[src/rtl/uart_pkg.sv]
// Shared UART definitions used by both the transmit and receive sides.
package uart_pkg;

  // Serial frame sequencer states
  typedef enum logic [1:0] {
    IDLE  = 2'd0,
    START = 2'd1,
    DATA  = 2'd2,
    STOP  = 2'd3
  } uart_state_t;

  localparam int unsigned CLKS_PER_BIT_DEFAULT = 16;
  localparam int unsigned DATA_BITS            = 8;

endpackage : uart_pkg

[src/rtl/uart_tx_unit_baud_tick.sv]
// Bit-period counter: counts 0..CLKS_PER_BIT-1 and flags the last cycle of a bit.
module uart_baud_tick
  import uart_pkg::*;
#(
  parameter int unsigned CLKS_PER_BIT = CLKS_PER_BIT_DEFAULT
) (
  input  logic clk,
  input  logic rst,
  input  logic clear,
  output logic tick
);

  localparam logic [15:0] LAST = 16'(CLKS_PER_BIT - 1);

  logic [15:0] cnt;

  assign tick = (cnt == LAST);

  // Count within the bit period; restart on clear or after the last cycle.
  always_ff @(posedge clk) begin
    if (!rst) begin
      cnt <= '0;
    end else if (clear || tick) begin
      cnt <= '0;
    end else begin
      cnt <= cnt + 16'd1;
    end
  end

endmodule : uart_baud_tick

[src/rtl/uart_tx_unit.sv]
// Double-buffered UART transmitter: TXREG holding register feeding a frame shifter.
//
//   state | meaning
//   IDLE  | line high, waiting for a buffered byte and tx_en
//   START | driving the start bit (0)
//   DATA  | driving data bits 0..7, LSB first
//   STOP  | driving the stop bit (1); may chain straight into START
module uart_tx_unit
  import uart_pkg::*;
#(
  parameter int unsigned CLKS_PER_BIT = CLKS_PER_BIT_DEFAULT
) (
  input  logic       clk,
  input  logic       rst,
  input  logic [7:0] data_in,
  input  logic       write_en,
  input  logic       tx_en,
  output logic       tx,
  output logic       TXIF,
  output logic       TRMT
);

  uart_state_t state, state_nxt;
  logic [7:0]  txreg, txreg_nxt;
  logic [7:0]  shreg, shreg_nxt;
  logic [2:0]  bit_idx, bit_idx_nxt;
  logic        tx_r, tx_nxt;
  logic        txif_r, txif_nxt;
  logic        trmt_r, trmt_nxt;
  logic        tick;
  logic        clear;
  logic [2:0]  idx_inc;

  assign tx      = tx_r;
  assign TXIF    = txif_r;
  assign TRMT    = trmt_r;
  assign idx_inc = bit_idx + 3'd1;

  // Every state entry restarts the bit period; IDLE has no bit timing.
  assign clear = (state_nxt != state) || (state == IDLE);

  uart_baud_tick #(.CLKS_PER_BIT(CLKS_PER_BIT)) u_baud_tick (
    .clk   (clk),
    .rst   (rst),
    .clear (clear),
    .tick  (tick)
  );

  // Register FSM state and datapath; reset aborts any frame and drops TXREG.
  always_ff @(posedge clk) begin
    if (!rst) begin
      state   <= IDLE;
      txreg   <= 8'h00;
      shreg   <= 8'h00;
      bit_idx <= 3'd0;
      tx_r    <= 1'b1;
      txif_r  <= 1'b1;
      trmt_r  <= 1'b1;
    end else begin
      state   <= state_nxt;
      txreg   <= txreg_nxt;
      shreg   <= shreg_nxt;
      bit_idx <= bit_idx_nxt;
      tx_r    <= tx_nxt;
      txif_r  <= txif_nxt;
      trmt_r  <= trmt_nxt;
    end
  end

  // Next-state and datapath decode, including buffer load and frame chaining.
  always_comb begin
    state_nxt   = state;
    txreg_nxt   = txreg;
    shreg_nxt   = shreg;
    bit_idx_nxt = bit_idx;
    tx_nxt      = tx_r;
    txif_nxt    = txif_r;
    trmt_nxt    = trmt_r;

    // A write only lands when the buffer is empty. A transfer requires
    // TXIF=0, so a write can never collide with a transfer below.
    if (write_en && txif_r) begin
      txreg_nxt = data_in;
      txif_nxt  = 1'b0;
    end

    unique case (state)
      IDLE: begin
        if (!txif_r && tx_en) begin
          shreg_nxt = txreg;
          txif_nxt  = 1'b1;
          trmt_nxt  = 1'b0;
          tx_nxt    = 1'b0;
          state_nxt = START;
        end
      end
      START: begin
        if (tick) begin
          bit_idx_nxt = 3'd0;
          tx_nxt      = shreg[0];
          state_nxt   = DATA;
        end
      end
      DATA: begin
        if (tick) begin
          if (bit_idx == 3'd7) begin
            tx_nxt    = 1'b1;
            state_nxt = STOP;
          end else begin
            bit_idx_nxt = idx_inc;
            tx_nxt      = shreg[idx_inc];
          end
        end
      end
      STOP: begin
        if (tick) begin
          if (!txif_r && tx_en) begin
            shreg_nxt = txreg;
            txif_nxt  = 1'b1;
            trmt_nxt  = 1'b0;
            tx_nxt    = 1'b0;
            state_nxt = START;
          end else begin
            trmt_nxt  = 1'b1;
            tx_nxt    = 1'b1;
            state_nxt = IDLE;
          end
        end
      end
      default: state_nxt = IDLE;
    endcase
  end

endmodule : uart_tx_unit

[config.mk]
export PLATFORM = sky130hd
export DESIGN_NAME = uart_tx_unit
export DESIGN_NICKNAME = d
export VERILOG_FILES = /design/src/rtl/uart_pkg.sv /design/src/rtl/uart_tx_unit_baud_tick.sv /design/src/rtl/uart_tx_unit.sv
export SDC_FILE = /design/constraint.sdc
export NUM_CORES = 1
export LEC_CHECK = 0
export ABC_CLOCK_PERIOD_IN_PS = 6300
export BUFFER_PORTS_ARGS = -buffer_cell sky130_fd_sc_hd__buf_2
export CORE_ASPECT_RATIO = 0.6
export CORE_MARGIN = 4
export CORE_UTILIZATION = 35
export CTS_CLUSTER_SIZE = 8
export DETAILED_ROUTE_END_ITERATION = 10
export MAX_ROUTING_LAYER = met4
export SLEW_MARGIN = 20
export SYNTH_ARGS = -nofsm -noshare
export SYNTH_HDL_FRONTEND = slang
export SYNTH_SLANG_ARGS = --single-unit
[constraint.sdc]
create_clock -name clk -period 6.3 [get_ports clk]
set_input_delay 0 -clock clk [delete_from_list [all_inputs] [get_ports clk]]
set_output_delay 0 -clock clk [all_outputs]
set_load 0.02 [all_outputs]
==> results.rst, run 1 <==
.. list-table::
   :header-rows: 1

   * - Metric
     - Value
   * - Count of buffers inserted at the top-level ports
     - 14
   * - Root buffer cell
     - clkbuf_8
   * - Pin count of the biggest net entering global routing
     - 20
   * - Maximum capacitance violations
     - 0
   * - # diodes
     - 0
   * - Vias in the first global route
     - 1501
   * - Core area
     - 0.00518 sq mm
   * - Critical Path End Type
     - flop
   * - Non-filler instance count after layout
     - 312
   * - Number of enable flip-flop cells after synthesis
     - 0
   * - Slew at the pin closest to its max-slew limit
     - 1010 ps
   * - Final layout net count
     - 264
   * - Share of cells above drive strength 1
     - 15.9%
   * - Clock transition time at the flip-flop clock pins of the worst setup and hold paths
     - 90 ps
   * - Number of buffers added by the clock tree synthesis step
     - 5
   * - Initial cell density of the core
     - 37.1%
   * - Overall track demand over capacity in global routing
     - 14.1%
   * - Initial DRC count
     - 104
   * - Clock tree from TritonCTS
     - yes
   * - Dpl cell area
     - 0.00203 sq mm
   * - Total of flip-flops plus latches after synthesis
     - 40
   * - Kind of start point of the critical path
     - flop
   * - Count of unique library cells instantiated by Yosys
     - 37
   * - Largest fanout on the critical path
     - 16
   * - Share of synthesized area occupied by flip-flops and latches
     - 41.6%
   * - RSZ-0062 raised after global routing
     - no
   * - Finished Cell Area
     - 0.00222 sq mm
   * - Path category of the worst min-delay check
     - in2reg
   * - Initial antenna violation count
     - 0
   * - Post-synth top flop
     - dfxtp_1
   * - Most frequent cell after synthesis
     - dfxtp_1
   * - Row cnt
     - 20
   * - Ys async rst share
     - 0%
   * - Placed instance count
     - 296
   * - Critical-path top delay cell
     - o31ai_4
   * - Cell type with the largest total area after synthesis
     - dfxtp_1
   * - Mean area per synthesized cell
     - 8.51 sq um
   * - Highest achievable clock rate
     - 370 MHz
   * - Max clock buf depth
     - 2
   * - Net switching fraction of the power
     - 28.8%
   * - Worst EP required
     - 6440 ps
   * - Area Growth Syn to Fin
     - 15.5%
   * - Relative max-transition margin
     - 32.4%
   * - Source-to-sink clock delay at the later pin of the worst-skew pair
     - 300 ps
   * - Die Span X
     - 104 microns
   * - Iteration count of the initial detailed-routing pass
     - 5
   * - Top-level I/O count
     - 15
   * - Pleak
     - 0.000759 uW
   * - Total number of clock tree sinks
     - 40
   * - GRT met3 Usage
     - 2.75%
   * - Max-slew violation count
     - 0
   * - Sum of routed wire length over all layers
     - 4250 microns
   * - Final worst clock skew
     - 14.4 ps
   * - Critical Path AT
     - 2850 ps
   * - Remaining number of nets flagged by the antenna check after routing
     - 0
   * - P_sw
     - 170 uW
   * - Leftover overflow at the end of global routing
     - 0
   * - Post-CTS Hold Fix Bufs
     - 8
   * - Path type of the worst setup path
     - reg2reg
   * - Delay contributed by the slowest stage of the critical path
     - 780 ps
   * - Post-CTS Repair Setup Buffers
     - 0
   * - DP HPWL
     - 3090 microns
   * - Clk pwr share
     - 35.8%
   * - R2R setup slack
     - 3590 ps
   * - Cells after synthesis
     - 226
   * - Number of warning messages in the yosys log
     - 0
   * - Detailed-route vias per instance
     - 5.20
   * - Met1 track demand over resource
     - 20.4%
   * - DR vias
     - 1623
   * - Met2 capacity usage during global routing
     - 19.0%
   * - Combinational group share of total power
     - 16.7%
   * - Worst path cell trace
     - or4_4 > o41ai_1 > a221oi_2 > o31ai_4 > nor2_1
   * - Resized Gates After CTS
     - 0
   * - Global placer's final weighted congestion
     - 0.778
   * - Most used routing layer
     - met1
   * - Post-Synthesis Net Count
     - 245
   * - Result of the run
     - finished, final reports clean
   * - Internal Dissipation
     - 419 uW
   * - Power density cells
     - 265 mW/mm^2
   * - Synth top cells by count
     - dfxtp_1 (40), nand2_1 (28), nand3_1 (24)
   * - Wire length of the first global-routing pass
     - 7420 microns
   * - Die outline area
     - 0.00678 sq mm
   * - Post-route worst hold slack
     - 43.1 ps
   * - Setup-failing EPs final
     - 0
   * - Share of Yosys cell area claimed by the top area cell type
     - 41.6%
   * - CTS H-tree lvls
     - 2
   * - Fin. Hold Viols
     - 0
   * - Final clock period utilization by the worst path
     - 42.9%
   * - Final routed wire length divided by cell count
     - 13.6 microns
   * - Detailed-route DRC error count
     - 0
   * - IR drop worst, VDD
     - 0.108 mV
   * - Seq pwr share
     - 47.5%
   * - Top post-synthesis cells by area
     - dfxtp_1 (42%), nand3_1 (6.2%), nand2_1 (5.5%), ha_1 (4.6%), xor2_1 (4.6%)
   * - Min Clock Period, post-route
     - 2710 ps
   * - Height of the chip
     - 65.4 microns
   * - Sum of negative setup slack
     - 0 ps
   * - Total standard cell area after synthesis
     - 0.00192 sq mm
-- per-layer routing --
metal,up-vias,part of all wire (%)
met3,8,4.2
li1,834,-
met1,742,55
met2,39,38
met5,-,0
met4,0,1.8
-- metrics by stage --
stage                     setup slack, ps  utilization [%]  power (uW)
after global placement               3670             39.2         377
after CTS                            3570             42.9         593
final                                3590             42.9         589
after detailed placement             3590             39.2         380
after global routing                 3460             42.9         617
after floorplan                      4070                -         354
-- cells in the final DEF, fill, tap and decap left out, drive strengths merged, types with 2 or more instances in the layout --
| master | Yosys | final |
|---|---|---|
| clkbuf | 6 | 5 |
| xor2 | 10 | 10 |
| nand3 | 24 | 24 |
| dlygate4sd3 | 0 | 8 |
| xnor2 | 4 | 4 |
| nand4 | 8 | 8 |
| inv | 8 | 8 |
| nand2b | 2 | 2 |
| nor2 | 28 | 28 |
| o311ai | 3 | 3 |
| ha | 7 | 7 |
| nor3 | 2 | 2 |
| a31oi | 3 | 3 |
| nor2b | 3 | 3 |
| or4 | 4 | 4 |
| nor4 | 4 | 4 |
| o21ai | 10 | 10 |
| nand2 | 28 | 28 |
| dfxtp | 40 | 40 |
| a221oi | 2 | 2 |
| and4 | 2 | 2 |
| buf | 4 | 14 |
| a21oi | 13 | 13 |
-- registers in the layout, summed over array words and instances, names as in the netlist --
signal / cells
TRMT: 1
TXIF: 1
bit_idx: 3
shreg: 8
state: 2
tx: 1
txreg: 8
u_baud_tick.cnt: 16
-- kinds of logic (layout without fill, tap and decap cells) --
group | Yosys count | in the layout | share of synthesized area [%]
AOI/OAI and AO/OA | 38 | 38 | 13.3
xor gates and xnor gates | 14 | 14 | 6.38
adders and majority gates | 7 | 7 | 4.55
buffers and inverters | 18 | 38 | 3.90
DFF | 40 | 40 | 41.6
muxes | 2 | 2 | 1.69
and+or+nand+nor | 107 | 107 | 28.5
-- critical path: cells and delay by family, from the launching register on --
| kind | cells | cell delay [ps] |
|---|---|---|
| AOI/OAI and AO/OA | 3 | 1490 |
| and+or+nand+nor | 2 | 710 |
| DFF | 1 | 350 |
-- layout make-up --
cell class	instances	area [sq um]
repair buffers	22	150
clock inverters	3	42.5
well taps	66	82.6
clock buffers	5	68.8
inverters	8	30.0
fillers	513	2960
flip-flops and latches	40	801
multi-input cells	168	1050
-- power by group through the flow --
stage	sequential (uW)	clock (uW)	combinational, uW
floorplan	286	0	67.5
global placement	286	0	90.8
detailed placement	286	0	93.8
CTS	280	215	97.9
global route	282	226	109
finish	280	211	98.5
-- worst paths after layout --
check / from / endpoint / cells after the start
setup / recovery: u_baud_tick.cnt[13] / u_baud_tick.cnt[7] / 5
hold / removal: write_en / txreg[0] / 3
setup reg to reg: u_baud_tick.cnt[13] / u_baud_tick.cnt[7] / 5
hold reg to reg: txreg[1] / txreg[1] / 2
Power figures use the tool's default switching activity.
==> inputs of run 2 (changes only) <==
Settings changed: ABC_CLOCK_PERIOD_IN_PS 6300 to 2410.
Clock period 6.3 ns to 2.41 ns, I/O delays scaled along.
==> results.rst, run 2 (synthesis gave the netlist of run 1 again) <==
.. list-table::
   :header-rows: 1

   * - Metric
     - Value
   * - Remaining number of nets flagged by the antenna check after routing
     - 0
   * - Final worst clock skew
     - 6.55 ps
   * - Final routed wire length divided by cell count
     - 13.4 microns
   * - Global placer's final weighted congestion
     - 0.797
   * - Biggest register
     - u_baud_tick.cnt
   * - Initial DRC count
     - 102
   * - Initial cell density of the core
     - 37.1%
   * - Share of cells above drive strength 1
     - 19.8%
   * - Total number of clock tree sinks
     - 40
   * - Overall track demand over capacity in global routing
     - 13.9%
   * - Critical Path AT
     - 2520 ps
   * - DP HPWL
     - 3120 microns
   * - Worst setup path end
     - u_baud_tick.cnt[3]
   * - CTS H-tree lvls
     - 2
   * - Core area
     - 0.00518 sq mm
   * - Root buffer cell
     - clkbuf_8
   * - Worst EP required
     - 2640 ps
   * - Leftover overflow at the end of global routing
     - 0
   * - Path type of the worst setup path
     - reg2reg
   * - Relative max-transition margin
     - 69.5%
   * - Maximum capacitance violations
     - 0
   * - Die Span X
     - 104 microns
   * - Result of the run
     - finished, final reports clean
   * - Core utilization of the finished layout
     - 45.4%
   * - Power density cells
     - 686 mW/mm^2
   * - DR vias
     - 1678
   * - Row cnt
     - 20
   * - Reg-to-reg startpoint
     - u_baud_tick.cnt[13]
   * - # diodes
     - 0
   * - Wire length of the first global-routing pass
     - 7310 microns
   * - Height of the chip
     - 65.4 microns
   * - Area Growth Syn to Fin
     - 22.3%
   * - Path category of the worst min-delay check
     - in2reg
   * - IR drop worst, VDD
     - 0.334 mV
   * - RSZ-0062 raised after global routing
     - no
   * - Most common library cell in the layout ignoring fill and taps
     - dfxtp_1
   * - Slew at the pin closest to its max-slew limit
     - 453 ps
   * - Max clock buf depth
     - 2
   * - Source-to-sink clock delay at the later pin of the worst-skew pair
     - 290 ps
   * - Number of buffers added by the clock tree synthesis step
     - 5
   * - Kind of start point of the critical path
     - flop
   * - Largest fanout on the critical path
     - 16
   * - Worst setup path startpoint
     - u_baud_tick.cnt[13]
   * - Clock tree from TritonCTS
     - yes
   * - Depth of the worst register-to-register path
     - 6
   * - Largest registers
     - u_baud_tick.cnt: 16 flops, shreg: 8 flops, txreg: 8 flops
   * - Final layout net count
     - 275
   * - Min Clock Period, post-route
     - 2290 ps
   * - Number of flip-flops in the largest register
     - 16
   * - Die outline area
     - 0.00678 sq mm
   * - Setup-failing EPs final
     - 0
   * - R2R setup slack
     - 120 ps
   * - Clock transition time at the flip-flop clock pins of the worst setup and hold paths
     - 80 ps
   * - Detailed-route vias per instance
     - 5.20
   * - Final clock period utilization by the worst path
     - 95.1%
   * - Top library cells by usage in the layout, fill and taps aside
     - dfxtp_1 (40), nand2_1 (28), nand3_1 (24), nor2_1 (18), buf_2 (14)
   * - Fin. Hold Viols
     - 0
   * - Highest achievable clock rate
     - 436 MHz
   * - Iteration count of the initial detailed-routing pass
     - 4
   * - Max-slew violation count
     - 0
   * - Vias in the first global route
     - 1520
   * - Detailed-route DRC error count
     - 0
   * - Critical Path End Type
     - flop
   * - Pleak
     - 0.000850 uW
   * - Initial antenna violation count
     - 0
   * - Sum of routed wire length over all layers
     - 4320 microns
   * - Reg2Reg Capture Point
     - u_baud_tick.cnt[3]
   * - Sum of negative setup slack
     - 0 ps
   * - Pin count of the biggest net entering global routing
     - 20
   * - Count of buffers inserted at the top-level ports
     - 14
   * - Top-level I/O count
     - 15
[run 2: cell types whose count changed in the layout (fill, tap and decap cells not counted), sizes merged]
cell      delta
clkbuf       +2
clkinv       -1
buf         +11
clkinvlp     -1
[run 2: power by group]
part	leakage (uW)	internal (uW)	total, uW	switching, uW
clock	0.0000645	365	597	231
sequential	0.000325	697	724	26.9
combinational	0.000461	114	292	178
[run 2: cell type report]
type	count	area, sq um
Fill cell	505	2830
Multi-Input combinational cell	168	1070
Tap cell	66	82.6
Clock inverter	1	30.0
Clock buffer	7	96.3
Inverter	8	30.0
Sequential cell	40	801
Timing Repair Buffer	33	245
[run 2: critical path, cell delays in order (launching register included)]
cell and delay, ps:
dfxtp_1 340, or4_4 580, or4_4 580, a221oi_4 330, o31ai_4 110, buf_12 180, nor2_2 100
[run 2: metal layers]
layer  routed length [microns]  global-route usage (%)
met3                       200                    3.24
met5                         0                       -
met4                        27                    4.48
met1                      2390                    20.4
met2                      1700                    18.5
[run 2: worst min path at each step]
| stage | to | cells after the start | startpoint | slack [ps] |
|---|---|---|---|---|
| after floorplan | txreg[0] | 2 | data_in[0] | 150 |
| after global placement | txreg[4] | 3 | data_in[4] | 250 |
| after detailed placement | txreg[0] | 3 | data_in[0] | 260 |
| after CTS | txreg[0] | 3 | write_en | 50 |
| after global routing | txreg[2] | 3 | write_en | 60 |
| final | txreg[0] | 3 | write_en | 60 |
[run 2: per-stage QoR]
stage               power, uW  instance area, sq um  hold WS (ps)  setup slack (ps)  std cells
floorplan                 925                  1920           147               181        226
global placement         1010                  2130           253               146        307
detailed placement       1010                  2130           258               120        307
CTS                      1610                  2330          53.3              86.6        323
global route             1690                  2350          58.3              16.5        323
finish                   1610                  2350          56.3               118        323
[run 2: what timing repair did]
item | 4_1_cts | 5_1_grt
hold buffers | 8 | 0
gates resized for setup | 0 | 2
setup endpoints to repair | 0 | 3
hold endpoints to repair | 8 | 0
setup buffers | 0 | 0
